**src/rtl/ikbd_serial_pkg.sv**
```systemverilog
// Shared constants and state encodings for the IKBD-side 8N1 serial peer.
package ikbd_serial_pkg;

  localparam int CLK_DIV_IKBD = 256;
  localparam int CLK_DIV_MIDI = 64;
  localparam int OVERSAMPLE   = 16;
  localparam int FRAME_BITS   = 10;

  typedef enum logic [2:0] {
    RX_IDLE,
    RX_START,
    RX_DATA,
    RX_STOP,
    RX_BREAK
  } rx_state_t;

  typedef enum logic [1:0] {
    TX_IDLE,
    TX_START,
    TX_DATA,
    TX_STOP
  } tx_state_t;

endpackage

```
**src/rtl/ikbd_tx_fifo.sv**
```systemverilog
// Small synchronous FIFO feeding the serial transmitter; a push into a full
// FIFO is only accepted when a pop frees a slot in the same clock.
module ikbd_tx_fifo #(
  parameter int DEPTH  = 4,
  parameter int DATA_W = 8
) (
  input  logic                     clk,
  input  logic                     reset,
  input  logic                     push,
  input  logic [DATA_W-1:0]        din,
  input  logic                     pop,
  output logic [DATA_W-1:0]        dout,
  output logic [$clog2(DEPTH):0]   count,
  output logic                     full,
  output logic                     empty
);

  localparam int AW = $clog2(DEPTH);
  localparam logic [AW:0] FULL_CNT = DEPTH[AW:0];

  logic [DATA_W-1:0] mem [DEPTH];
  logic [AW-1:0]     wr_ptr;
  logic [AW-1:0]     rd_ptr;
  logic              do_push;
  logic              do_pop;
  logic [AW:0]       count_nxt;

  assign do_pop  = pop && (count != '0);
  assign do_push = push && ((count < FULL_CNT) || do_pop);
  assign dout    = mem[rd_ptr];
  assign empty   = (count == '0);

  always_comb begin
    count_nxt = count + {AW'(0), do_push} - {AW'(0), do_pop};
  end

  always_ff @(posedge clk) begin
    if (reset) begin
      wr_ptr <= '0;
      rd_ptr <= '0;
      count  <= '0;
      full   <= 1'b0;
    end else begin
      if (do_push) wr_ptr <= wr_ptr + AW'(1);
      if (do_pop)  rd_ptr <= rd_ptr + AW'(1);
      count <= count_nxt;
      full  <= (count_nxt == FULL_CNT);
    end
  end

  always_ff @(posedge clk) begin
    if (do_push) mem[wr_ptr] <= din;
  end

endmodule

```
**src/rtl/ikbd_serial_peer.sv**
```systemverilog
// Device-side 8N1 endpoint of the IKBD/ACIA link: 16x oversampled receiver
// with break handling, and a FIFO-fed transmitter sending frames back to back.
module ikbd_serial_peer
  import ikbd_serial_pkg::*;
#(
  parameter int CLK_DIV  = CLK_DIV_IKBD,
  parameter int TX_DEPTH = 4
) (
  input  logic       clk,
  input  logic       reset,
  input  logic       rx,
  output logic       tx,
  input  logic [7:0] tx_data,
  input  logic       tx_strobe,
  output logic       tx_full,
  output logic       tx_busy,
  output logic [7:0] rx_data,
  output logic       rx_strobe,
  output logic       rx_frame_error
);

  localparam int CW = $clog2(CLK_DIV);
  localparam int PW = $clog2(TX_DEPTH);
  localparam logic [CW-1:0] TICK_LAST = CW'(CLK_DIV - 1);
  localparam logic [3:0]    SC_LAST   = 4'(OVERSAMPLE - 1);
  localparam logic [3:0]    SC_MID    = 4'(OVERSAMPLE / 2 - 1);

  logic [CW-1:0] div_cnt;
  logic          tick;

  assign tick = (div_cnt == TICK_LAST);

  always_ff @(posedge clk) begin
    if (reset) div_cnt <= '0;
    else       div_cnt <= tick ? '0 : div_cnt + CW'(1);
  end

  // Receive path: two-flop synchroniser, then the mid-bit sampling FSM
  logic      rs_meta;
  logic      rs;
  rx_state_t rx_state;
  logic [3:0] rx_sc;
  logic [2:0] rx_bc;
  logic [7:0] rx_shift;

  always_ff @(posedge clk) begin
    if (reset) begin
      rs_meta <= 1'b1;
      rs      <= 1'b1;
    end else begin
      rs_meta <= rx;
      rs      <= rs_meta;
    end
  end

  always_ff @(posedge clk) begin
    if (reset) begin
      rx_state       <= RX_IDLE;
      rx_sc          <= '0;
      rx_bc          <= '0;
      rx_data        <= '0;
      rx_strobe      <= 1'b0;
      rx_frame_error <= 1'b0;
    end else begin
      rx_strobe <= 1'b0;
      if (tick) begin
        case (rx_state)
          RX_IDLE: begin
            if (!rs) begin
              rx_state <= RX_START;
              rx_sc    <= '0;
            end
          end
          RX_START: begin
            if (rx_sc == SC_MID) begin
              rx_sc    <= '0;
              rx_bc    <= '0;
              rx_state <= rs ? RX_IDLE : RX_DATA;
            end else begin
              rx_sc <= rx_sc + 4'd1;
            end
          end
          RX_DATA: begin
            rx_sc <= rx_sc + 4'd1;
            if (rx_sc == SC_LAST) begin
              if (rx_bc == 3'd7) rx_state <= RX_STOP;
              else               rx_bc    <= rx_bc + 3'd1;
            end
          end
          RX_STOP: begin
            rx_sc <= rx_sc + 4'd1;
            if (rx_sc == SC_LAST) begin
              if (rs) begin
                rx_data        <= rx_shift;
                rx_strobe      <= 1'b1;
                rx_frame_error <= 1'b0;
                rx_state       <= RX_IDLE;
              end else begin
                rx_frame_error <= 1'b1;
                rx_state       <= RX_BREAK;
              end
            end
          end
          RX_BREAK: begin
            // A held-low line must return high before a new start bit counts.
            if (rs) rx_state <= RX_IDLE;
          end
          default: rx_state <= RX_IDLE;
        endcase
      end
    end
  end

  always_ff @(posedge clk) begin
    if (tick && rx_state == RX_DATA && rx_sc == SC_LAST)
      rx_shift <= {rs, rx_shift[7:1]};
  end

  // Transmit path: FIFO plus frame FSM
  tx_state_t  tx_state;
  logic [3:0] tx_sc;
  logic [2:0] tx_bc;
  logic [7:0] tx_shift;
  logic       fifo_pop;
  logic [7:0] fifo_dout;
  logic [PW:0] fifo_count;
  logic       fifo_empty;

  assign fifo_pop = tick && !fifo_empty &&
                    ((tx_state == TX_IDLE) || (tx_state == TX_STOP && tx_sc == SC_LAST));
  assign tx_busy  = (tx_state != TX_IDLE) || (fifo_count != '0);

  ikbd_tx_fifo #(
    .DEPTH  (TX_DEPTH),
    .DATA_W (8)
  ) u_fifo (
    .clk   (clk),
    .reset (reset),
    .push  (tx_strobe),
    .din   (tx_data),
    .pop   (fifo_pop),
    .dout  (fifo_dout),
    .count (fifo_count),
    .full  (tx_full),
    .empty (fifo_empty)
  );

  always_ff @(posedge clk) begin
    if (reset) begin
      tx_state <= TX_IDLE;
      tx_sc    <= '0;
      tx_bc    <= '0;
      tx       <= 1'b1;
    end else if (tick) begin
      case (tx_state)
        TX_IDLE: begin
          if (fifo_pop) begin
            tx_state <= TX_START;
            tx_sc    <= '0;
            tx       <= 1'b0;
          end
        end
        TX_START: begin
          tx_sc <= tx_sc + 4'd1;
          if (tx_sc == SC_LAST) begin
            tx_state <= TX_DATA;
            tx_bc    <= '0;
            tx       <= tx_shift[0];
          end
        end
        TX_DATA: begin
          tx_sc <= tx_sc + 4'd1;
          if (tx_sc == SC_LAST) begin
            if (tx_bc == 3'd7) begin
              tx_state <= TX_STOP;
              tx       <= 1'b1;
            end else begin
              tx_bc <= tx_bc + 3'd1;
              tx    <= tx_shift[1];
            end
          end
        end
        TX_STOP: begin
          tx_sc <= tx_sc + 4'd1;
          if (tx_sc == SC_LAST) begin
            // Next queued byte starts on the same tick: no idle gap.
            if (fifo_pop) begin
              tx_state <= TX_START;
              tx       <= 1'b0;
            end else begin
              tx_state <= TX_IDLE;
            end
          end
        end
        default: tx_state <= TX_IDLE;
      endcase
    end
  end

  always_ff @(posedge clk) begin
    if (fifo_pop)
      tx_shift <= fifo_dout;
    else if (tick && tx_state == TX_DATA && tx_sc == SC_LAST)
      tx_shift <= {1'b0, tx_shift[7:1]};
  end

endmodule

```
**config.mk**
```make
export PLATFORM = sky130hd
export DESIGN_NAME = ikbd_serial_peer
export DESIGN_NICKNAME = d
export VERILOG_FILES = /design/src/rtl/ikbd_serial_pkg.sv /design/src/rtl/ikbd_tx_fifo.sv /design/src/rtl/ikbd_serial_peer.sv
export SDC_FILE = /design/constraint.sdc
export NUM_CORES = 1
export LEC_CHECK = 0
export CORE_MARGIN = 3
export CORE_UTILIZATION = 50
export CTS_CLUSTER_SIZE = 30
export DETAILED_ROUTE_END_ITERATION = 8
export PLACE_DENSITY_LB_ADDON = 0.3
export SYNTH_ARGS = -nofsm -noshare
export SYNTH_HDL_FRONTEND = slang
export SYNTH_SLANG_ARGS = --single-unit
```
**constraint.sdc**
```tcl
create_clock -name clk -period 3.1 [get_ports clk]
set_clock_uncertainty 0.2 [all_clocks]
set_input_delay 0.62 -clock clk [delete_from_list [all_inputs] [get_ports clk]]
set_output_delay 0.62 -clock clk [all_outputs]
set_load 0.05 [all_outputs]
```
After elaboration in Yosys (flattened, before gate mapping)
Memories as Yosys holds them, arrays and structs flattened. A register that Yosys moved wholly into a read port is not among the register bits.
Index checks and enable logic that the tools add are counted.
{"block": "op_classes", "n_reduce_logical": 35, "bitwise": 3, "addsub": 9, "n_eq_ne": 27, "n_lt_le_gt_ge": 1, "mux": 43}
{"operator": "$mux W3", "n": 13}
{"operator": "$ne A2 B2 Y1 const B", "n": 10}
{"operator": "$mux W2", "n": 8}
{"operator": "$mux W8", "n": 2}
{"operator": "$pmux W3 S5", "n": 1}
{"operator": "$eq A3 B3 Y1 const B", "n": 4}
{"operator": "$mux W4", "n": 3}
{"operator": "$pmux W3 S2", "n": 2}
{"operator": "$pmux W4 S3", "n": 1}
{"operator": "$mux W1", "n": 10}
{"operator": "$reduce_and A5 Y1", "n": 2}
{"operator": "$logic_and A1 B1 Y1", "n": 9}
{"operator": "$add A4 B1 Y4 const B", "n": 2}
{"operator": "$add A8 B1 Y8 const B", "n": 1}
{"operator": "$eq A4 B4 Y1 const B", "n": 2}
{"operator": "$eq A8 B8 Y1 const B", "n": 1}
{"operator": "$pmux W2 S4", "n": 1}
{"operator": "$pmux W4 S2", "n": 1}
{"operator": "$reduce_and A4 Y1", "n": 2}
{"operator": "$reduce_bool A2 Y1", "n": 4}
{"operator": "$reduce_and A7 Y1", "n": 1}
{"operator": "$add A3 B1 Y3 const B", "n": 2}
{"operator": "$eq A3 B2 Y1 const B", "n": 2}
{"operator": "$logic_not A3 Y1", "n": 2}
{"operator": "21 further kinds", "n": 32}
{"block": "word_totals", "ramBits": 32, "input_bits": 12, "regBits": 64, "output_inout_bits": 13, "memories": 1, "wordCells": 138}
{"name": "u_fifo.mem", "words": 4, "width": 8, "rd": 1, "rd_ports_with_merged_regs": 1, "wr": 1, "line": "ikbd_tx_fifo.sv:21", "rtl": "logic [DATA_W-1:0] mem [DEPTH];"}

Logic depth before layout (Yosys ltp)
Gate-level depths: netlist (run 1).
{"block": "logic_depth", "ltp_word": 10, "mapped_depth": 13, "mapped_depth_nobuf": 12}

Hierarchy
A second synthesis (run 1) with hierarchy kept.
{"block": "unflattened", "cells_unflattened": 342, "area_unflattened_um2": 4280.4}
{"module": "ikbd_serial_peer", "seq_area_each_um2": 1281.2, "area_per_inst_um2": 2628.8, "cells_per_inst": 247, "instances": 1}
{"module": "ikbd_tx_fifo", "seq_area_each_um2": 1161.1, "area_per_inst_um2": 1651.6, "cells_per_inst": 95, "instances": 1}

Least setup slack after synthesis (run 1)
Ideal clock, no wire load.
{"block": "synth_timing", "path_type": "flip-flop to flip-flop", "from": "register div_cnt[0]", "to": "register u_fifo.full", "stages_incl_launch_ff": 13, "required_ns": 2.804, "setup_ns": 0.096, "slack_ns": 0.143, "n_path_buf": 1, "synth_period_minus_slack_ns": 2.957, "arrival_time_ns": 2.661, "path_cell_list": "dfxtp_1 > ha_1 > nand4_4 > nor4_1 > buf_4 > ha_1 > inv_1 > ha_1 > inv_1 > fa_1 > xor2_1 > xnor2_1 > nor4b_1"}
{"block": "synth_via", "elab_chain_len": 9}
{"item": "start, declared", "line": "ikbd_serial_peer.sv:28", "rtl": "logic [CW-1:0] div_cnt;"}
{"item": "start signal, assigned", "line": "ikbd_serial_peer.sv:35", "rtl": "else div_cnt <= tick ? '0 : div_cnt + CW'(1);"}
{"item": "$eq A8 B8 Y1 *", "line": "ikbd_serial_peer.sv:31", "rtl": "assign tick = (div_cnt == TICK_LAST);"}
{"item": "$logic_and A1 B1 Y1 * (2 in series)", "line": "ikbd_serial_peer.sv:129", "rtl": "assign fifo_pop = tick && !fifo_empty &&"}
{"item": "$logic_and A1 B1 Y1 *", "line": "ikbd_tx_fifo.sv:28", "rtl": "assign do_pop = pop && (count != '0);"}
{"item": "named net u_fifo.do_pop", "line": "ikbd_tx_fifo.sv:25", "rtl": "logic do_pop;"}
{"item": "$logic_or A1 B1 Y1", "line": "ikbd_tx_fifo.sv:29", "rtl": "assign do_push = push && ((count < FULL_CNT) || do_pop);"}
{"item": "$logic_and A1 B1 Y1", "line": "ikbd_tx_fifo.sv:29"}
{"item": "$add A3 B1 Y3", "line": "ikbd_tx_fifo.sv:34", "rtl": "count_nxt = count + {AW'(0), do_push} - {AW'(0), do_pop};"}
{"item": "$sub A3 B1 Y3 *", "line": "ikbd_tx_fifo.sv:34"}
{"item": "$eq A3 B3 Y1 *", "line": "ikbd_tx_fifo.sv:47", "rtl": "full <= (count_nxt == FULL_CNT);"}
{"item": "end signal, assigned", "line": "ikbd_tx_fifo.sv:47"}
{"item": "end, declared", "line": "ikbd_tx_fifo.sv:14", "rtl": "output logic full,"}
The timed path passes the listed nets; every way through them passes the cells marked *.
A chain may end at the register's enable or synchronous reset.

Worst setup path after layout (run 1)
{"block": "layout_timing", "from": "register div_cnt[0]", "to": "register u_fifo.full"}
{"block": "layout_via", "elab_chain_len": 9}
{"item": "$eq A8 B8 Y1", "line": "ikbd_serial_peer.sv:31"}
{"item": "$logic_and A1 B1 Y1 (2 in series)", "line": "ikbd_serial_peer.sv:129"}
{"item": "$logic_and A1 B1 Y1", "line": "ikbd_tx_fifo.sv:28"}
{"item": "$logic_or A1 B1 Y1", "line": "ikbd_tx_fifo.sv:29"}
{"item": "$logic_and A1 B1 Y1", "line": "ikbd_tx_fifo.sv:29"}
{"item": "named net u_fifo.do_push", "line": "ikbd_tx_fifo.sv:24", "rtl": "logic do_push;"}
{"item": "$add A3 B1 Y3", "line": "ikbd_tx_fifo.sv:34"}
{"item": "$sub A3 B1 Y3", "line": "ikbd_tx_fifo.sv:34"}
{"item": "$eq A3 B3 Y1", "line": "ikbd_tx_fifo.sv:47"}
The timed path passes the listed nets, and every way through them passes these cells.

==> metrics list, run 1 <==
- Number of buffers added by the clock tree synthesis step: 9
* DRC violation count after routing: 0
- The library cell used most frequently in the layout, excluding fill and tap cells, is sky130_fd_sc_hd__dfxtp_1.
- The first routing iteration left 78 violations.
- After clock tree synthesis, the clock-pin slew on the worst setup and hold paths is 100 ps.
* Effective utilization at floorplan: 0.530
- From bottom edge to top edge, the die measures 97.9 um.
- Of the cells placed in the final design, the portion with a size suffix greater than 1 is 0.159.
- At the pin with the least slew margin, the transition time is 886 ps.
- Across all hold checks on the routed design, the worst slack comes to 217 ps.
- Crit-path leading delay family: simple AND/OR/NAND/NOR gates
- Sum of routed wire length over all layers: 6790 um
* Run status: finished, final reports clean
- Setup TNS: 0 ps
* Clock Latency Late Sink: 370 ps
- Routed wire length per instance: 14.4 um
- Post-synthesis cell type count: 56
- Setup violations remaining at the end of the flow were counted as 0.
- Kind of start point of the critical path: register
- First-pass GRT wire length: 11400 um
- Required arrival time at the worst endpoint: 3180 ps
- In this run, synthesis produced a sequential element count of 98.
* Post-Syn Instances: 338
- Via count of the first global-routing pass: 2441
- Crit share post-route: 0.932
- Cell area after placement: 4580 um2
* Final slew viol count: 0
* Delay of the slowest cell on the worst path: 460 ps
- Core Box Area: 7970 um2
* Setup slack after placement: 143 ps
- Number of hold-repair buffers added at the cts stage: 0
- Clock Tree Root: sky130_fd_sc_hd__clkbuf_8
- Share of synthesized flip-flops with an asynchronous set or reset: 0
- Die span in x: 97.9 um
* Worst setup slack after layout: 210 ps
* Top FF cell, synth: sky130_fd_sc_hd__dfxtp_1
- Critical-path top delay cell: sky130_fd_sc_hd__or3_4
- Antenna violations before repair: 0
- In this run the worst path has a maximum fanout of 6.
- Together, buffers and inverters on the worst path number 1.
* Endpoint kind of the worst setup timing path: register
- VDD sags by at most 304 uV.
- Number of I/O pins: 25
* PwrDens: 546 nW/um2
- TritonCTS built the clock tree.
- Final cell area excluding filler cells: 4800 um2
- Global routing usage summed across all routing layers: 0.148
- Entering global routing, the biggest net connects 53 pins.
- By startpoint and endpoint, the worst setup path is classified as reg -> reg.
- The floorplan has 32 rows.
- Dividing the detail-routed via count by the number of cells gives 5.51.
* Cell leakage power: 1.81 nW
* Fin crit period: 2890 ps
- In this run, synthesis inferred 48 flip-flops with an integrated enable.
* Worst Reg-to-Reg Cells: 10
- HPWL Detailed: 4690 um
* Fin. Hold Viols: 0
* RSZ-0062 raised after global routing: no
* Cell chain of the critical path: ha_2 > nand4_4 > or3_4 > a21boi_4 > ha_1 > inv_1 > fa_1 > xor2_1 > xnor2_1 > nor4b_2
* Max-cap check violation count: 0
* Number of buffers added on ports: 24
* Inserted Diodes: 0
* Maximum number of buffers from clock root to sink: 2
- Crit path depth: 10
* Final antenna-violating net count: 0
* Maximum operating frequency: 346 MHz
- Along the worst hold path, the cell count comes to 1.
- Post-synthesis instance area: 4230 um2
* Register-to-register path setup slack: 210 ps
* Synthesized area per cell: 12.5 um2
* PnR Total Power: 2.62 mW
- During synthesis, Yosys emitted a total of 0 warnings.
* Area growth syn-to-layout: 13.7%
- Class of the tightest hold or removal check: reg -> reg
* Post-CTS Setup Inserts: 0
* # clock sinks: 98
- CTS built an H-tree with a depth of 3.
- After the last flow step, the layout net total stands at 397.
- At the worst endpoint, the arrival time is 2970 ps.
- Die Footprint: 9590 um2
- Overflow left after global routing: 0
- Most frequent cells in the layout: 50 x sky130_fd_sc_hd__dfxtp_1, 48 x sky130_fd_sc_hd__edfxtp_1, 33 x sky130_fd_sc_hd__nor2_1
- Synthesized net count: 369
- Relative slew margins: 0.410
- Routability-driven placement finished with a final weighted congestion of 0.855.
- The detailed router placed 2607 vias in this run.
- The share of the Yosys chip area taken by registers is 0.578.
* Detailed-routing iteration count for the pre-antenna-repair pass: 5
worst reg2reg max path, stage by stage (launching register included):
cell and delay (ps):
sky130_fd_sc_hd__dfxtp_1 390, sky130_fd_sc_hd__ha_2 250, sky130_fd_sc_hd__nand4_4 210, sky130_fd_sc_hd__or3_4 470, sky130_fd_sc_hd__a21boi_4 160, sky130_fd_sc_hd__ha_1 170, sky130_fd_sc_hd__inv_1 50, sky130_fd_sc_hd__fa_1 370
sky130_fd_sc_hd__xor2_1 160, sky130_fd_sc_hd__xnor2_1 150, sky130_fd_sc_hd__nor4b_2 230
synth_stat cells (2+ instances only):
cell type                  count  area share
sky130_fd_sc_hd__xor2_1        7       0.015
sky130_fd_sc_hd__edfxtp_1     48        0.34
sky130_fd_sc_hd__o21ai_0      10       0.012
sky130_fd_sc_hd__and3_1        2      0.0030
sky130_fd_sc_hd__ha_1         18       0.053
sky130_fd_sc_hd__mux2i_1      12       0.028
sky130_fd_sc_hd__o32ai_1       2      0.0041
sky130_fd_sc_hd__clkbuf_1      8      0.0071
sky130_fd_sc_hd__mux2_2        8       0.021
sky130_fd_sc_hd__nand3b_1      5      0.0089
sky130_fd_sc_hd__nor3_1       15       0.018
sky130_fd_sc_hd__nor2_1       33       0.029
sky130_fd_sc_hd__nand4_1       2      0.0030
sky130_fd_sc_hd__buf_1         2      0.0018
sky130_fd_sc_hd__inv_1        10      0.0089
sky130_fd_sc_hd__a21oi_1      17       0.020
sky130_fd_sc_hd__xnor2_1       5       0.010
sky130_fd_sc_hd__nor3b_1       3      0.0053
sky130_fd_sc_hd__nor2b_1       6      0.0089
sky130_fd_sc_hd__and2_2        4      0.0071
sky130_fd_sc_hd__or4_1         2      0.0036
sky130_fd_sc_hd__a31oi_1       2      0.0030
sky130_fd_sc_hd__or2_2         2      0.0030
sky130_fd_sc_hd__nand2b_1      6      0.0089
sky130_fd_sc_hd__dfxtp_1      50        0.24
sky130_fd_sc_hd__nand2_1      10      0.0089
sky130_fd_sc_hd__a311oi_1      2      0.0041
sky130_fd_sc_hd__mux4_2        8       0.043
sky130_fd_sc_hd__nand3_1      11       0.013
sky130_fd_sc_hd__or4b_1        2      0.0047
repair_timing:
| item | in CTS | in global routing |
|---|---|---|
| gates resized for setup | 1 | 4 |
| setup endpoints to repair | 1 | 2 |
| endpoints found under the hold margin | 0 | 0 |
| pin swaps | 0 | 1 |
sequential cells by signal, summed over array words and instances, names as in the netlist, 4 cells and up, named ones only:
name        count
div_cnt         8
tx_shift        8
tx_sc           4
rx_sc           4
rx_data         8
u_fifo.mem     32
rx_shift        8
stage by stage:
stage | instances | util
floorplan | 338 | -
global route | 473 | 0.603
CTS | 473 | 0.600
finish | 473 | 0.603
detailed placement | 457 | 0.575
global placement | 457 | 0.575
where the power goes:
part	switching [mW]	internal [mW]	leakage, nW
Sequential	0.0477	1.44	0.858
Clock	0.493	0.320	0.101
Combinational	0.191	0.129	0.846
cell type report:
| cell class | instances | area (um2) |
|---|---|---|
| Clock buffer | 9 | 124 |
| Clock inverter | 7 | 73.8 |
| Fill cell | 615 | 3160 |
| Inverter | 10 | 37.5 |
| Multi-Input combinational cell | 218 | 1730 |
| Sequential cell | 98 | 2440 |
| Tap cell | 102 | 128 |
| Timing Repair Buffer | 29 | 272 |
logic make-up after synthesis:
family | after synthesis | synth area share
muxes | 28 | 0.0924
adders and majority gates | 19 | 0.0580
xor gates and xnor gates | 12 | 0.0249
and+or+nand+nor | 117 | 0.163
DFF | 98 | 0.578
buffers and inverters | 22 | 0.0207
AOI/OAI and AO/OA | 42 | 0.0637
final timing paths:
check / startpoint / end
hold reg to reg: rs_meta$_SDFF_PP1_ / rs$_SDFF_PP1_
setup / recovery: div_cnt[0]$_SDFF_PP0_ / u_fifo.full$_SDFF_PP0_
setup reg to reg: div_cnt[0]$_SDFF_PP0_ / u_fifo.full$_SDFF_PP0_
hold / removal: rs_meta$_SDFF_PP1_ / rs$_SDFF_PP1_
per-layer routing:
| metal | share of wire | global-route usage | vias to the layer above |
|---|---|---|---|
| li1 | - | - | 1300 |
| met1 | 0.47 | 0.188 | 1249 |
| met2 | 0.48 | 0.243 | 45 |
| met3 | 0.033 | 0.0336 | 13 |
| met4 | 0.021 | 0.0682 | 0 |
| met5 | 0 | 0 | - |
Power figures use the tool's default switching activity.
==> inputs of run 2 (changes only) <==
Settings changed: PLACE_DENSITY_LB_ADDON 0.3 to 0.25.
==> metrics list, run 2 (synthesized netlist as in run 1, its figures left out) <==
* Startpoint of the most critical hold path: rs_meta$_SDFF_PP1_
* Endpoint of the lowest-slack register-to-register path: u_fifo.full$_SDFF_PP0_
* Endpoint kind of the worst setup timing path: output pin
* Fin crit period: 2870 ps (-24.0 ps)
- Detailed-route via count: 2605 (-0.077%)
- The number of placement rows came to 32 (unchanged).
* Run status: finished, final reports clean
- The routability congestion estimate from global placement is 0.837 (-2.1%).
* Proportion of power drawn by the clock network: 0.306 (-0.004)
- Clock transition at the register clock pins on the worst setup and hold paths after CTS: 100 ps (about the same)
- The average detailed-routed wire length per instance is 15.2 um (+6.2%).
- The number of setup violations in the final report came to 0 (unchanged).
* Overflow left after global routing: 0 (unchanged)
* Number of hold-repair buffers added at the cts stage: 0 (unchanged)
- The antenna violation net count after detailed routing was 0 (unchanged).
- Internal Dissipation: 1.89 mW (-0.20%)
- The number of buffers inserted during clock tree synthesis came to 9 (unchanged).
* First-pass GRT wire length: 12600 um (+11%)
- Startpoint of the most critical register-to-register path: tx_sc[0]$_SDFFE_PP0P_
- Most frequent cells in the layout: 50 x sky130_fd_sc_hd__dfxtp_1, 48 x sky130_fd_sc_hd__edfxtp_1, 33 x sky130_fd_sc_hd__nor2_1
- The root buffer cell chosen for the clock tree is sky130_fd_sc_hd__clkbuf_8.
- The area occupied by registers came to 2440 um2 (unchanged).
* Cell leakage power: 1.81 nW (about the same)
* Register-to-register path setup slack: 280 ps (+70 ps)
- The tightest min-delay check is of the reg -> reg type.
- PwrDens: 544 nW/um2 (-0.26%)
* Number of buffers added on ports: 24 (unchanged)
- Worst hold path cell count: 1 (unchanged)
* Flip-flop count of the largest register, all copies and words added: 32 (unchanged)
- Clock tree from TritonCTS: yes
- # clock sinks: 98 (unchanged)
* Maximum number of buffers from clock root to sink: 2 (unchanged)
- The core area is 7970 um2 (unchanged).
- Global routing usage summed across all routing layers: 0.164 (+0.0154)
- Die Footprint: 9590 um2 (unchanged)
- The number of antenna violations at the first check in global routing came to 0 (unchanged).
- Number of I/O pins: 25 (unchanged)
- Cell area after placement: 4590 um2 (+0.16%)
- Clock Latency Late Sink: 370 ps (about the same)
* Final Net Count: 399 (+0.50%)
* Fill cell count: 635 (+3.3%)
- Worst IR drop on VDD: 259 uV (-15%)
- Worst Reg-to-Reg Cells: 11 (+1)
- The worst hold path terminates at rs$_SDFF_PP1_.
* Fin. Hold Viols: 0 (unchanged)
- Measured slew at the worst slew-check pin: 588 ps (-298 ps)
* H-tree depth: 3 (unchanged)
- The largest net degree at the start of global routing was 33 (-38%).
* Sequential power share: 0.569 (about the same)
- Largest driver fanout on the critical path: 5 (-1)
- Setup TNS: 0 ps (unchanged)
- Proportion of layout cells with a drive suffix above 1: 0.164 (+0.00451)
- Sum of routed wire length over all layers: 7240 um (+6.6%)
- Comb pwr share: 0.125 (+0.003)
- Maximum operating frequency: 349 MHz (+0.84%)
- Area growth syn-to-layout: 13.9%
- Kind of start point of the critical path: register
- Crit share post-route: 0.925 (-0.00773)
* Final cell area excluding filler cells: 4810 um2 (+0.21%)
- WP data arrival: 2050 ps (-920 ps)
- Final slew viol count: 0 (unchanged)
* Detailed-routing iteration count for the pre-antenna-repair pass: 4 (-1)
- By startpoint and endpoint, the worst setup path is classified as reg -> out.
- The overall die width came to 97.9 um (unchanged).
* Core occupancy in the finished layout: 0.604 (+0.00126)
- The max-capacitance violation count is 0 (unchanged).
* Multi-input gate area: 1730 um2 (unchanged)
* Count of routing violations after the opening detailed-route iteration: 170 (+120%)
- Effective utilization at floorplan: 0.530 (unchanged)
- Via density per instance: 5.48 (-0.50%)
- RSZ-0062 raised after global routing: no
- The height of the die came to 97.9 um (unchanged).
* Switching power of the nets: 734 uW (+0.33%)
- u_fifo.mem holds more flip-flops than any other register.
- HPWL Detailed: 5110 um (+9.0%)
- The switching power share of the total was 0.280 (+0.00106).
* Via count of the first global-routing pass: 2618 (+7.3%)
- The headroom to the max-slew limit was 0.604 (+0.194).
- The required time of the worst setup path came to 2280 ps (-900 ps).
- The number of antenna repair diodes was 0 (unchanged).
- DRC violation count after routing: 0 (unchanged)
- Most common cell after layout, fill and taps aside: sky130_fd_sc_hd__dfxtp_1
run 2: layer usage:
metal / vias to the layer above / global-route usage / part of all wire
met3: 9 / 0.0393 / 0.034
li1: 1304 / - / -
met1: 1257 / 0.229 / 0.49
met5: - / 0 / 0
met4: 0 / 0.0596 / 0.012
met2: 35 / 0.250 / 0.47
run 2: stage by stage:
stage	instances	total power, mW	worst slack, ps	hold slack [ps]
final	475	2.62	234	217
after global routing	475	2.75	6.14	240
after CTS	474	2.64	54.2	222
after detailed placement	458	1.85	69.5	201
after global placement	458	1.83	245	203
after floorplan	338	1.73	143	189
run 2: worst max-delay path, cell delays in order, from the launching register on:
cell and delay, ps:
sky130_fd_sc_hd__dfxtp_1 340, sky130_fd_sc_hd__inv_1 140, sky130_fd_sc_hd__ha_1 210, sky130_fd_sc_hd__or4b_1 520, sky130_fd_sc_hd__dlygate4sd2_1 460
run 2: how the worst max path moves through the flow:
stage	from	to	slack, ps	depth (start not counted)
global placement	div_cnt[0]$_SDFF_PP0_	u_fifo.full$_SDFF_PP0_	250	11
detailed placement	div_cnt[0]$_SDFF_PP0_	u_fifo.full$_SDFF_PP0_	70	11
CTS	div_cnt[0]$_SDFF_PP0_	u_fifo.full$_SDFF_PP0_	50	11
global route	tx_state[1]$_SDFFE_PP0P_	u_fifo.full$_SDFF_PP0_	6	11
finish	tx_state[0]$_SDFFE_PP0P_	tx_busy	230	4
floorplan	div_cnt[0]$_SDFF_PP0_	u_fifo.full$_SDFF_PP0_	140	12
run 2: what timing repair did:
item	CTS	global route
gates resized for setup	1	4
buffers inserted	0	1
gates cloned	0	0
endpoints found under the setup margin	1	2
pin swaps	0	1
run 2: power groups by stage:
stage	clock network (mW)	registers, mW	logic (mW)
after floorplan	0	1.51	0.219
after global placement	0	1.52	0.315
after detailed placement	0	1.52	0.328
after CTS	0.828	1.49	0.323
after global routing	0.882	1.50	0.368
final	0.803	1.49	0.327
run 2: layout make-up:
cell class / count / share of cell area
Sequential cell: 98 / 0.507
Multi-Input combinational cell: 218 / 0.359
Timing Repair Buffer: 31 / 0.0595
Tap cell: 102 / 0.0265
Clock buffer: 9 / 0.0257
Clock inverter: 7 / 0.0143
Inverter: 10 / 0.00780
